`config.mk`:
```
export PLATFORM = sky130hd
export DESIGN_NAME = alu_share_ctrl
export DESIGN_NICKNAME = d
export VERILOG_FILES = /design/src/rtl/alu_share_pkg.sv /design/src/rtl/alu_share_rr_pick.sv /design/src/rtl/alu_share_ctrl.sv
export SDC_FILE = /design/constraint.sdc
export NUM_CORES = 1
export LEC_CHECK = 0
export BUFFER_PORTS_ARGS = -buffer_cell sky130_fd_sc_hd__buf_4
export CAP_MARGIN = 0
export CORE_MARGIN = 3
export CORE_UTILIZATION = 55
export CTS_BUF_LIST = sky130_fd_sc_hd__clkbuf_8
export DETAILED_ROUTE_END_ITERATION = 10
export PLACE_DENSITY_LB_ADDON = 0.1
export SLEW_MARGIN = 10
export SYNTH_ARGS = -nofsm -noshare
export SYNTH_HDL_FRONTEND = slang
export SYNTH_SLANG_ARGS = --single-unit
```
`constraint.sdc`:
```
create_clock -name i_clk -period 4.45 [get_ports i_clk]
set_input_delay 0.2225 -clock i_clk [delete_from_list [all_inputs] [get_ports i_clk]]
set_output_delay 0.2225 -clock i_clk [all_outputs]
set_load 0.05 [all_outputs]
```
`src/rtl/alu_share_pkg.sv`:
```
// Shared definitions for the alu_share front-end: op codes, FSM states, default width.
// Optional grant statistics are enabled with the ALU_SHARE_STATS_EN macro.
package alu_share_pkg;

    localparam int ALU_W = 16;

    localparam logic [2:0] OP_NOT = 3'b000;
    localparam logic [2:0] OP_AND = 3'b001;
    localparam logic [2:0] OP_OR  = 3'b010;
    localparam logic [2:0] OP_XOR = 3'b011;
    localparam logic [2:0] OP_DEC = 3'b100;
    localparam logic [2:0] OP_ADD = 3'b101;
    localparam logic [2:0] OP_SUB = 3'b110;
    localparam logic [2:0] OP_INC = 3'b111;

    typedef enum logic [1:0] {
        S_IDLE = 2'd0,
        S_EXEC = 2'd1,
        S_RESP = 2'd2
    } state_t;

endpackage

```
`src/rtl/alu_share_rr_pick.sv`:
```
// Combinational round-robin picker: first set request at or after i_ptr, wrapping
// from NREQ-1 back to 0.
module rr_pick #(
    parameter  int NREQ = 4,
    localparam int PW   = (NREQ > 1) ? $clog2(NREQ) : 1
) (
    input  logic [NREQ-1:0] i_req,
    input  logic [PW-1:0]   i_ptr,
    output logic [NREQ-1:0] o_gnt,
    output logic [PW-1:0]   o_gnt_idx,
    output logic            o_any
);

    int w_j;

    always_comb begin
        o_gnt     = '0;
        o_gnt_idx = '0;
        o_any     = 1'b0;
        w_j       = 0;
        for (int k = 0; k < NREQ; k++) begin
            w_j = int'(i_ptr) + k;
            if (w_j >= NREQ) begin
                w_j = w_j - NREQ;
            end
            if (!o_any && i_req[w_j]) begin
                o_any        = 1'b1;
                o_gnt[w_j]   = 1'b1;
                o_gnt_idx    = PW'(w_j);
            end
        end
    end

endmodule

```
`src/rtl/alu_share_ctrl.sv`:
```
// Round-robin shared ALU front-end: accept one request, execute, return tagged result.
// Define ALU_SHARE_STATS_EN to add per-requester saturating grant counters.
module alu_share_ctrl
    import alu_share_pkg::*;
#(
    parameter  int NREQ = 4,
    parameter  int W    = ALU_W,
    localparam int IW   = $clog2(NREQ)
) (
    input  logic              i_clk,
    input  logic              i_rst_n,
    input  logic [NREQ-1:0]   req_valid,
    output logic [NREQ-1:0]   req_ready,
    input  logic [NREQ*W-1:0] req_a,
    input  logic [NREQ*W-1:0] req_b,
    input  logic [NREQ*3-1:0] req_op,
    output logic              rsp_valid,
    input  logic              rsp_ready,
    output logic [IW-1:0]     rsp_id,
    output logic [W-1:0]      rsp_result,
    output logic              rsp_zero,
    output state_t            o_dbg_state
`ifdef ALU_SHARE_STATS_EN
    ,
    input  logic [IW-1:0]     stat_sel,
    output logic [15:0]       stat_count
`endif
);

    // Handshakes: a transfer happens on a rising edge where valid and ready are both
    // high; valid and payload must be held until then, and ready never depends on payload.

    state_t            r_state;
    state_t            w_next;
    logic [IW-1:0]     r_ptr;
    logic [W-1:0]      r_a;
    logic [W-1:0]      r_b;
    logic [2:0]        r_op;
    logic [IW-1:0]     r_id;
    logic [W-1:0]      r_result;
    logic              r_zero;
    logic [W-1:0]      w_alu;
    logic [NREQ-1:0]   w_gnt;
    logic [IW-1:0]     w_gnt_idx;
    logic              w_any;
    logic              w_accept;

    rr_pick #(.NREQ(NREQ)) u_pick (
        .i_req     (req_valid),
        .i_ptr     (r_ptr),
        .o_gnt     (w_gnt),
        .o_gnt_idx (w_gnt_idx),
        .o_any     (w_any)
    );

    always_comb begin
        w_next    = r_state;
        req_ready = '0;
        w_accept  = 1'b0;
        case (r_state)
            S_IDLE: begin
                if (w_any) begin
                    req_ready = w_gnt;
                    w_accept  = 1'b1;
                    w_next    = S_EXEC;
                end
            end
            S_EXEC:  w_next = S_RESP;
            S_RESP:  if (rsp_ready) w_next = S_IDLE;
            default: w_next = S_IDLE;
        endcase
    end

    always_comb begin
        w_alu = '0;
        case (r_op)
            OP_NOT:  w_alu = ~r_a;
            OP_AND:  w_alu = r_a & r_b;
            OP_OR:   w_alu = r_a | r_b;
            OP_XOR:  w_alu = r_a ^ r_b;
            OP_DEC:  w_alu = r_a - W'(1);
            OP_ADD:  w_alu = r_a + r_b;
            OP_SUB:  w_alu = r_a - r_b;
            OP_INC:  w_alu = r_a + W'(1);
            default: w_alu = '0;
        endcase
    end

    always_ff @(posedge i_clk or negedge i_rst_n) begin
        if (!i_rst_n) begin
            r_state  <= S_IDLE;
            r_ptr    <= '0;
            r_a      <= '0;
            r_b      <= '0;
            r_op     <= '0;
            r_id     <= '0;
            r_result <= '0;
            r_zero   <= 1'b0;
        end else begin
            r_state <= w_next;
            if (w_accept) begin
                r_a  <= req_a[int'(w_gnt_idx)*W +: W];
                r_b  <= req_b[int'(w_gnt_idx)*W +: W];
                r_op <= req_op[int'(w_gnt_idx)*3 +: 3];
                r_id <= w_gnt_idx;
                r_ptr <= (w_gnt_idx == IW'(NREQ-1)) ? '0 : w_gnt_idx + IW'(1);
            end
            if (r_state == S_EXEC) begin
                r_result <= w_alu;
                r_zero   <= (w_alu == '0);
            end
        end
    end

    assign rsp_valid   = (r_state == S_RESP);
    assign rsp_id      = r_id;
    assign rsp_result  = r_result;
    assign rsp_zero    = r_zero;
    assign o_dbg_state = r_state;

`ifdef ALU_SHARE_STATS_EN
    logic [15:0] r_stat_cnt [NREQ];

    // Counters saturate at 16'hFFFF rather than wrapping.
    always_ff @(posedge i_clk or negedge i_rst_n) begin
        if (!i_rst_n) begin
            for (int i = 0; i < NREQ; i++) begin
                r_stat_cnt[i] <= '0;
            end
        end else if (w_accept && (r_stat_cnt[w_gnt_idx] != 16'hFFFF)) begin
            r_stat_cnt[w_gnt_idx] <= r_stat_cnt[w_gnt_idx] + 16'd1;
        end
    end

    assign stat_count = (int'(stat_sel) < NREQ) ? r_stat_cnt[stat_sel] : 16'h0000;
`endif

endmodule

```
==> Word level (Yosys, flattened, before mapping) <==
Cells that the tools add are included.
{ "classes": {"add_sub_neg": 12, "n_mul": 1, "magnitude_cmp": 12, "n_eq_ne": 12, "shifts": 3, "n_mux": 45, "bitwise_logic": 7, "reduce_logical": 14} }
{ "ops": {"columns": ["op", "n"], "rows": [
  ["$ge A32 B1 Y1 const B", 4],
  ["$lt A32 B4 Y1 const B", 4],
  ["$mux W32", 4],
  ["$pmux W16 S8", 1],
  ["$shiftx A64 B7 Y16", 2],
  ["$ge A32 B4 Y1 const B", 3],
  ["$sub A32 B4 Y32 const B", 3],
  ["$mux W4", 6],
  ["$mux W1", 18],
  ["$add A16 B1 Y16 const B", 1],
  ["$add A16 B16 Y16", 1],
  ["$and A16 B16 Y16", 1],
  ["$logic_not A16 Y1", 1],
  ["$not A16 Y16", 1],
  ["$or A16 B16 Y16", 1],
  ["$sub A16 B1 Y16 const B", 1],
  ["$sub A16 B16 Y16", 1],
  ["$xor A16 B16 Y16", 1],
  ["$mux W2", 7],
  ["$eq A3 B3 Y1 const B", 4],
  ["$or A4 B4 Y4", 3],
  ["$shiftx A12 B5 Y3", 1],
  ["$bmux W1 S2", 4],
  ["$demux W1 S2", 4],
  ["17 further kinds", 29]
]} }
{ "word_totals": {"reg_bits": 58, "in_bits": 147, "out_inout_bits": 26, "elab_cells": 114} }

==> Logic depth before layout (Yosys ltp) <==
Gate-level depths: netlist (run 1).
{ "logic_depth": {"ltp_word": 17, "mapped_depth": 19, "ltp_nobuf": 19} }

==> Hierarchy <==
Synthesis (run 1) repeated with hierarchy kept, for this count alone.
{ "unflattened": {"cells_unflattened": 593, "hier_area_um2": 5744.3} }
{ "by_module_without_submodules": {"columns": ["module", "instances", "cells_per_inst", "area_each_um2", "seq_area_each_um2"], "rows": [
  ["alu_share_ctrl", 1, 545, 5287.6, 1451.4],
  ["rr_pick", 1, 48, 456.7, 0.0]
]} }

==> Worst setup path before layout (run 1) <==
Ideal clock, no wire load.
{ "synth_timing": {"path_type": "register -> register", "start": "reg r_b[0]", "end": "reg r_zero, in the netlist rsp_zero", "setup_ps": 121, "arrival_time_ps": 3529, "t_required_ps": 4329, "slack_ps": 799, "stages_incl_launch_ff": 19, "path_buffers": 0, "period_less_slack_ps": 3651, "cell_sequence": "dfrtp_1 -> inv_1 -> ha_1 -> nand2_1 -> nor4_1 -> and2_1 -> a21oi_1 -> o21ai_0 -> nand2_1 -> ha_1 -> a21o_1 -> o21bai_1 -> or3_1 -> o21bai_1 -> o21ai_0 -> a21oi_1 -> xnor2_1 -> mux2i_1 -> a32o_2"} }
{ "synth_via": {"elab_chain_len": 3, "word_cells_on_any_way": 7, "cone_classes": "add/sub (2); mux (1); bitwise (3); reduce/logical (1)"} }
{ "synth_rtl": {"columns": ["item", "line_no", "rtl"], "rows": [
  ["start, declared", "alu_share_ctrl.sv:37", "logic [W-1:0] r_b;"],
  ["start signal, assigned", "alu_share_ctrl.sv:103", "r_b <= req_b[int'(w_gnt_idx)*W +: W];"],
  ["$sub A16 B16 Y16 (tied with other cells)", "alu_share_ctrl.sv:83", "OP_SUB: w_alu = r_a - r_b;"],
  ["$pmux W16 S8 *", "alu_share_ctrl.sv:76", "case (r_op)"],
  ["$logic_not A16 Y1 *", "alu_share_ctrl.sv:110", "r_zero <= (w_alu == '0);"],
  ["end signal, assigned", "alu_share_ctrl.sv:110", null],
  ["end, declared", "alu_share_ctrl.sv:41", "logic r_zero;"]
]} }
Every way passes the cells marked *; elsewhere a longest branch is shown, timed or not.
A chain may end at the register's enable or synchronous reset.

==> Worst setup path after layout (run 1) <==
Ends and elaborated chain as after synthesis.

==> results of run 1 <==
==> flip-flops by register name (all words and copies together), names as in the netlist, named ones only <==
signal / flops
r_a: 16
r_b: 16
rsp_result: 16
r_op: 3
o_dbg_state: 2
rsp_id: 2
r_ptr: 1
rsp_zero: 1
==> area by class of cell <==
| cell class | instances | area share |
|---|---|---|
| Sequential cell | 58 | 0.186 |
| Clock buffer | 9 | 0.0159 |
| Timing Repair Buffer | 182 | 0.179 |
| Tap cell | 140 | 0.0225 |
| Multi-Input combinational cell | 527 | 0.556 |
| Inverter | 61 | 0.0303 |
| Clock inverter | 6 | 0.0106 |
==> stage by stage <==
stage / cells / cell area (um2) / hold slack (ns) / utilization / total power [mW]
2_1_floorplan: 689 / 6290 / -0.0731 / - / 5.77
3_3_place_gp: 967 / 7580 / 0.322 / 0.690 / 6.75
3_5_place_dp: 967 / 7580 / 0.335 / 0.690 / 6.92
4_1_cts: 983 / 7800 / 0.0484 / 0.710 / 7.49
5_1_grt: 983 / 7800 / 0.0702 / 0.710 / 8.17
6_report: 983 / 7800 / 0.0566 / 0.710 / 7.51
==> final timing paths <==
kind / from / to / cells past startpoint
worst max register to register: r_b[0]$_DFFE_PN0P_ / rsp_zero$_DFFE_PN0N_ / 18
worst min register to register: rsp_result[2]$_DFFE_PN0N_ / rsp_result[2]$_DFFE_PN0N_ / 2
worst max-delay path: r_b[0]$_DFFE_PN0P_ / rsp_zero$_DFFE_PN0N_ / 18
min in group asynchronous: i_rst_n / rsp_result[1]$_DFFE_PN0N_ / 2
worst min-delay path: rsp_ready / o_dbg_state[1]$_DFFE_PN0P_ / 2
max in group asynchronous: i_rst_n / r_a[4]$_DFFE_PN0P_ / 2
==> cell usage after synthesis, types with 3 or more instances <==
master | n | area share
xnor2_1 | 17 | 0.024
ha_1 | 53 | 0.11
buf_4 | 3 | 0.0036
a22oi_1 | 4 | 0.0048
dfrtp_1 | 58 | 0.23
o21ai_0 | 47 | 0.037
buf_6 | 11 | 0.020
o31ai_1 | 3 | 0.0036
nand2_1 | 81 | 0.048
xor2_1 | 4 | 0.0056
nand4_1 | 6 | 0.0060
nor2_1 | 41 | 0.024
o21bai_1 | 3 | 0.0036
nand3_1 | 7 | 0.0056
nor2b_1 | 6 | 0.0060
mux2_2 | 3 | 0.0054
o211ai_2 | 32 | 0.064
nand2b_1 | 4 | 0.0040
a21oi_1 | 20 | 0.016
mux2i_1 | 44 | 0.070
a31oi_1 | 6 | 0.0060
a21o_1 | 8 | 0.0096
inv_1 | 58 | 0.035
a211oi_1 | 5 | 0.0060
mux4_2 | 17 | 0.061
o21ai_1 | 37 | 0.029
nor3_1 | 3 | 0.0024
buf_2 | 10 | 0.0080
a221oi_1 | 5 | 0.0070
o21a_1 | 3 | 0.0036
mux2_4 | 34 | 0.081
or2_2 | 3 | 0.0030
clkbuf_1 | 16 | 0.0096
nor4_1 | 4 | 0.0040
==> power by group through the flow <==
stage / Sequential [mW] / Clock [mW] / Combinational (mW)
after global placement: 1.12 / 0 / 5.64
after detailed placement: 1.14 / 0 / 5.79
after global routing: 1.17 / 0.553 / 6.44
after floorplan: 1.31 / 0 / 4.46
after CTS: 1.13 / 0.532 / 5.83
final: 1.14 / 0.521 / 5.85
==> per-layer routing <==
metal  part of all wire  global-route usage
met2               0.46               0.433
met4              0.013              0.0633
met1               0.44               0.355
met5                  0                   0
met3              0.080              0.0594
==> repair_timing <==
item / CTS / global route
hold buffers: 1 / 0
hold endpoints to repair: 58 / 0
setup endpoints to repair: 0 / 2
resized for setup: 0 / 1
==> logic make-up after synthesis <==
group	share of synthesized area
XOR/XNOR	0.0292
AND/OR/NAND/NOR	0.118
AO/OA/AOI/OAI	0.211
flip-flops	0.231
multiplexers	0.221
buffers and inverters	0.0818
adder cells (fa/ha/maj)	0.109
==> placed cells by master, fill, tap and decap left out, types with 4 or more instances in the layout <==
cell type,instances
nor2_1,41
nand3_1,7
dfrtp_1,58
nand4_1,6
a31oi_1,6
mux2i_1,44
a221oi_1,5
xnor2_1,17
a21oi_1,20
buf_4,179
a211oi_1,5
ha_1,53
a21o_1,8
clkbuf_8,9
nand2_1,81
o21ai_0,47
xor2_1,4
o21ai_1,37
mux2_4,34
inv_1,58
nor2b_1,6
nand2b_1,4
a22oi_1,4
mux4_2,17
o211ai_2,32
==> reports/qor.txt, run 1 <==
Max-slew violation count = 0
Synth Register Bits = 58
Critical Path RT = 4.68 ns
Synthesized cell area = 6290 um2
CTS root buf = clkbuf_8
Setup TNS = 0 ns
Async S/R FF share, synth = 1.00
Setup bufs post-CTS = 0
Post-route ant nets = 0
Htree depth = 3
Area of the multi-input gates = 4340 um2
Setup violations, final = 0
CP delay by family, top = compound AO/OA/AOI/OAI gates
Area Overhead vs Synth = 24.1%
Clock power share = 0.069
EDFF count, synth = 0
Global route overflow = 0
Number of vias per cell = 5.70
Clock sinks = 58
Initial antenna violation count = 0
CP max stage cell = dfrtp_1
Reg area = 1450 um2
Die width = 113 um
Crit path time final = 4.15 ns
Starting Density = 0.573
Worst stage delay on the critical path = 0.42 ns
Port-buffer cells = 172
First-pass GRT wire length = 27.0 mm
Vias in the first global route = 5467
Seq/Total Area, Yosys = 0.231
Post-synth cell types = 61
DR DRC count = 0
Run status = finished clean
Flop pwr share = 0.151
Die H = 113 um
Combinational share of power = 0.779
RSZ-0062 raised after global routing = false
Leakage = 3.83 nW
Switch share = 0.521
Crit start category = flip-flop
All-Layer GR Usage = 0.263
DR vias = 5601
Avg WL per Cell = 17.1 um
Fin Clk Skew = 0.00795 ns
Core Area = 11000 um2
Synth warn = 0
Tcrit/Tclk final = 0.933
Flop2flop setup slack = 0.30 ns
Max Freq = 241 MHz
Main synth FF type = dfrtp_1
Synthesized instance count = 689
Num rows = 38
Initial DRC Count = 408
Total CTS buffers = 9
RD Place Congestion = 0.898
Clock-pin transition on the worst setup and hold timing paths = 0.07 ns
Int Pwr = 3.60 mW
Boundary Pins = 173
Final setup margin = 0.296 ns
Final nets = 1040
CP max FO = 5
CP arrival = 4.39 ns
Critical Path End Type = flip-flop
DRT Pass-1 Iters = 5
Max VDD drop = 0.525 mV
Ant diodes = 0
Crit-path cells = inv_1 > ha_1 > nand2_1 > nor4_2 > and2_1 > a21oi_1 > o21ai_0 > nand2_1 > ha_1 > a21o_1 > o21bai_1 > or3_1 > o21bai_1 > o21ai_0 > a21oi_1 > xnor2_1 > mux2i_1 > a32o_2
Die footprint = 12800 um2
Buf+Inv Stages, Crit Path = 1
Synth Area per Inst = 9.13 um2
CTS Buffer Depth = 2
Share of post-route cells with drive strength above 1 = 0.349
Final wirelength = 16.8 mm
Max_slew headroom = 0.379
Net switching power = 3.91 mW
Clk_lat worst skew = 0.35 ns
FILL cells = 847
Largest net degree at the start of global routing = 71
Syn nets = 890
DP HPWL = 13.4 mm
Dpl ws = 0.302 ns
CTS tree = done
HP Class = in2reg
Max-cap violations = 0
Hold Vio Cnt, Final = 0
PD cells = 962 nW/um2
Actual slew at the worst max-slew pin = 0.931 ns
Critical path type = reg2reg
Power figures use the tool's default switching activity.
==> run 2: changes to the inputs <==
Settings changed: CORE_UTILIZATION 55 to 60, SETUP_SLACK_MARGIN set to 0.15.
Clock period 4.45 ns to 5.14 ns, I/O delays scaled along.
==> reports/qor.txt, run 2 (synthesis gave the netlist of run 1 again) <==
Total CTS buffers = 9
Initial DRC Count = 382
RSZ-0062 raised after global routing = false
CP arrival = 4.47 ns
CTS Buffer Depth = 2
Post-route ant nets = 0
Share of post-route cells with drive strength above 1 = 0.346
Crit start category = flip-flop
Critical Path RT = 5.39 ns
Area of the multi-input gates = 4330 um2
Boundary Pins = 173
DP HPWL = 13.4 mm
Clk_lat worst skew = 0.36 ns
DRT Pass-1 Iters = 6
Setup bufs post-CTS = 0
Hold Vio Cnt, Final = 0
CP max FO = 5
Fin Clk Skew = 0.00835 ns
Reg area = 1450 um2
Largest net degree at the start of global routing = 59
Critical path type = reg2reg
Initial antenna violation count = 0
Die width = 108 um
First-pass GRT wire length = 27.0 mm
Core Area = 10000 um2
Clock-pin transition on the worst setup and hold timing paths = 0.07 ns
RD Place Congestion = 0.842
CTS tree = done
Final nets = 1038
DR DRC count = 0
Die footprint = 11700 um2
Area Overhead vs Synth = 24.0%
Max-cap violations = 0
Dpl cells = 958
Commonest non-fill, non-tap cell in the layout = buf_4
Setup TNS = 0 ns
Global route overflow = 0
Max-slew violation count = 0
Actual slew at the worst max-slew pin = 0.942 ns
Ant diodes = 0
Vias in the first global route = 5462
DR vias = 5682
Hold WS = 0.0945 ns
Crit path time final = 4.22 ns
CTS root buf = clkbuf_8
Htree depth = 3
All-Layer GR Usage = 0.293
Port-buffer cells = 172
Commonest non-fill, non-tap cells in the layout = 177 x buf_4, 81 x nand2_1, 59 x inv_1
Run status = finished clean
Critical Path End Type = flip-flop
FILL cells = 687
Avg WL per Cell = 17.3 um
Setup violations, final = 0
Clock sinks = 58
HP Class = in2reg
Tcrit/Tclk final = 0.821
Max Freq = 237 MHz
Number of vias per cell = 5.83
Die H = 108 um
Final Non-Filler Cells = 975
Max_slew headroom = 0.372
Starting Density = 0.629
Num rows = 36
Final wirelength = 16.9 mm
[run 2: changes by cell type in the layout (fill, tap and decap cells not counted), sizes merged]
cell      change
clkinvlp      -1
inv           +1
bufinv        +1
buf           -2
[run 2: layout make-up]
cell class,count,area share
Multi-Input combinational cell,527,0.556
Sequential cell,58,0.186
Timing Repair Buffer,180,0.177
Inverter,61,0.0303
Tap cell,133,0.0213
Clock buffer,9,0.0159
Clock inverter,7,0.0140
[run 2: worst paths after layout]
path,start,slack (ns),end,depth (start not counted)
setup / recovery,r_b[1]$_DFFE_PN0P_,0.92,rsp_zero$_DFFE_PN0N_,18
hold / removal,rsp_ready,0.09,o_dbg_state[1]$_DFFE_PN0P_,2
setup reg to reg,r_b[1]$_DFFE_PN0P_,0.92,rsp_zero$_DFFE_PN0N_,18
hold reg to reg,rsp_result[11]$_DFFE_PN0N_,0.47,rsp_result[11]$_DFFE_PN0N_,2
max in group asynchronous,i_rst_n,4.15,r_b[11]$_DFFE_PN0P_,2
min in group asynchronous,i_rst_n,0.50,rsp_result[8]$_DFFE_PN0N_,2
[run 2: timing repair]
action	in CTS	in global routing
gates resized for setup	0	0
endpoints found under the setup margin	0	0
hold buffers	1	0
hold endpoints to repair	58	0
[run 2: worst max-delay path, stage by stage (launching register included)]
cell and delay (ns):
dfrtp_1 0.43, inv_1 0.15, ha_1 0.25, nand2_1 0.12
nor4_1 0.36, and2_1 0.28, a21oi_1 0.09, o21ai_0 0.19
nand2_1 0.08, ha_1 0.36, a21o_1 0.23, o21bai_1 0.16
or3_1 0.30, o21bai_1 0.27, o21ai_0 0.15, a21oi_1 0.19
xnor2_1 0.13, mux2i_1 0.10, a32o_2 0.28
[run 2: metal layers]
metal / part of all wire / wire (um) / GRT usage
met2: 0.48 / 8190 / 0.489
met3: 0.086 / 1450 / 0.0501
met4: 0.016 / 266 / 0.0875
met5: 0 / 0 / 0
met1: 0.41 / 7000 / 0.391
[run 2: through the flow]
step                 util  instance area [um2]  setup slack, ns
global route        0.780                 7800            0.548
detailed placement  0.756                 7560            0.982
global placement    0.756                 7560             1.16
finish              0.780                 7800            0.918
CTS                 0.780                 7800            0.948
floorplan               -                 6290             1.49
Power of run 2 is left out: the tool's default activity adds up to more than one toggle a clock period on the data nets, which glitch-free logic cannot reach.
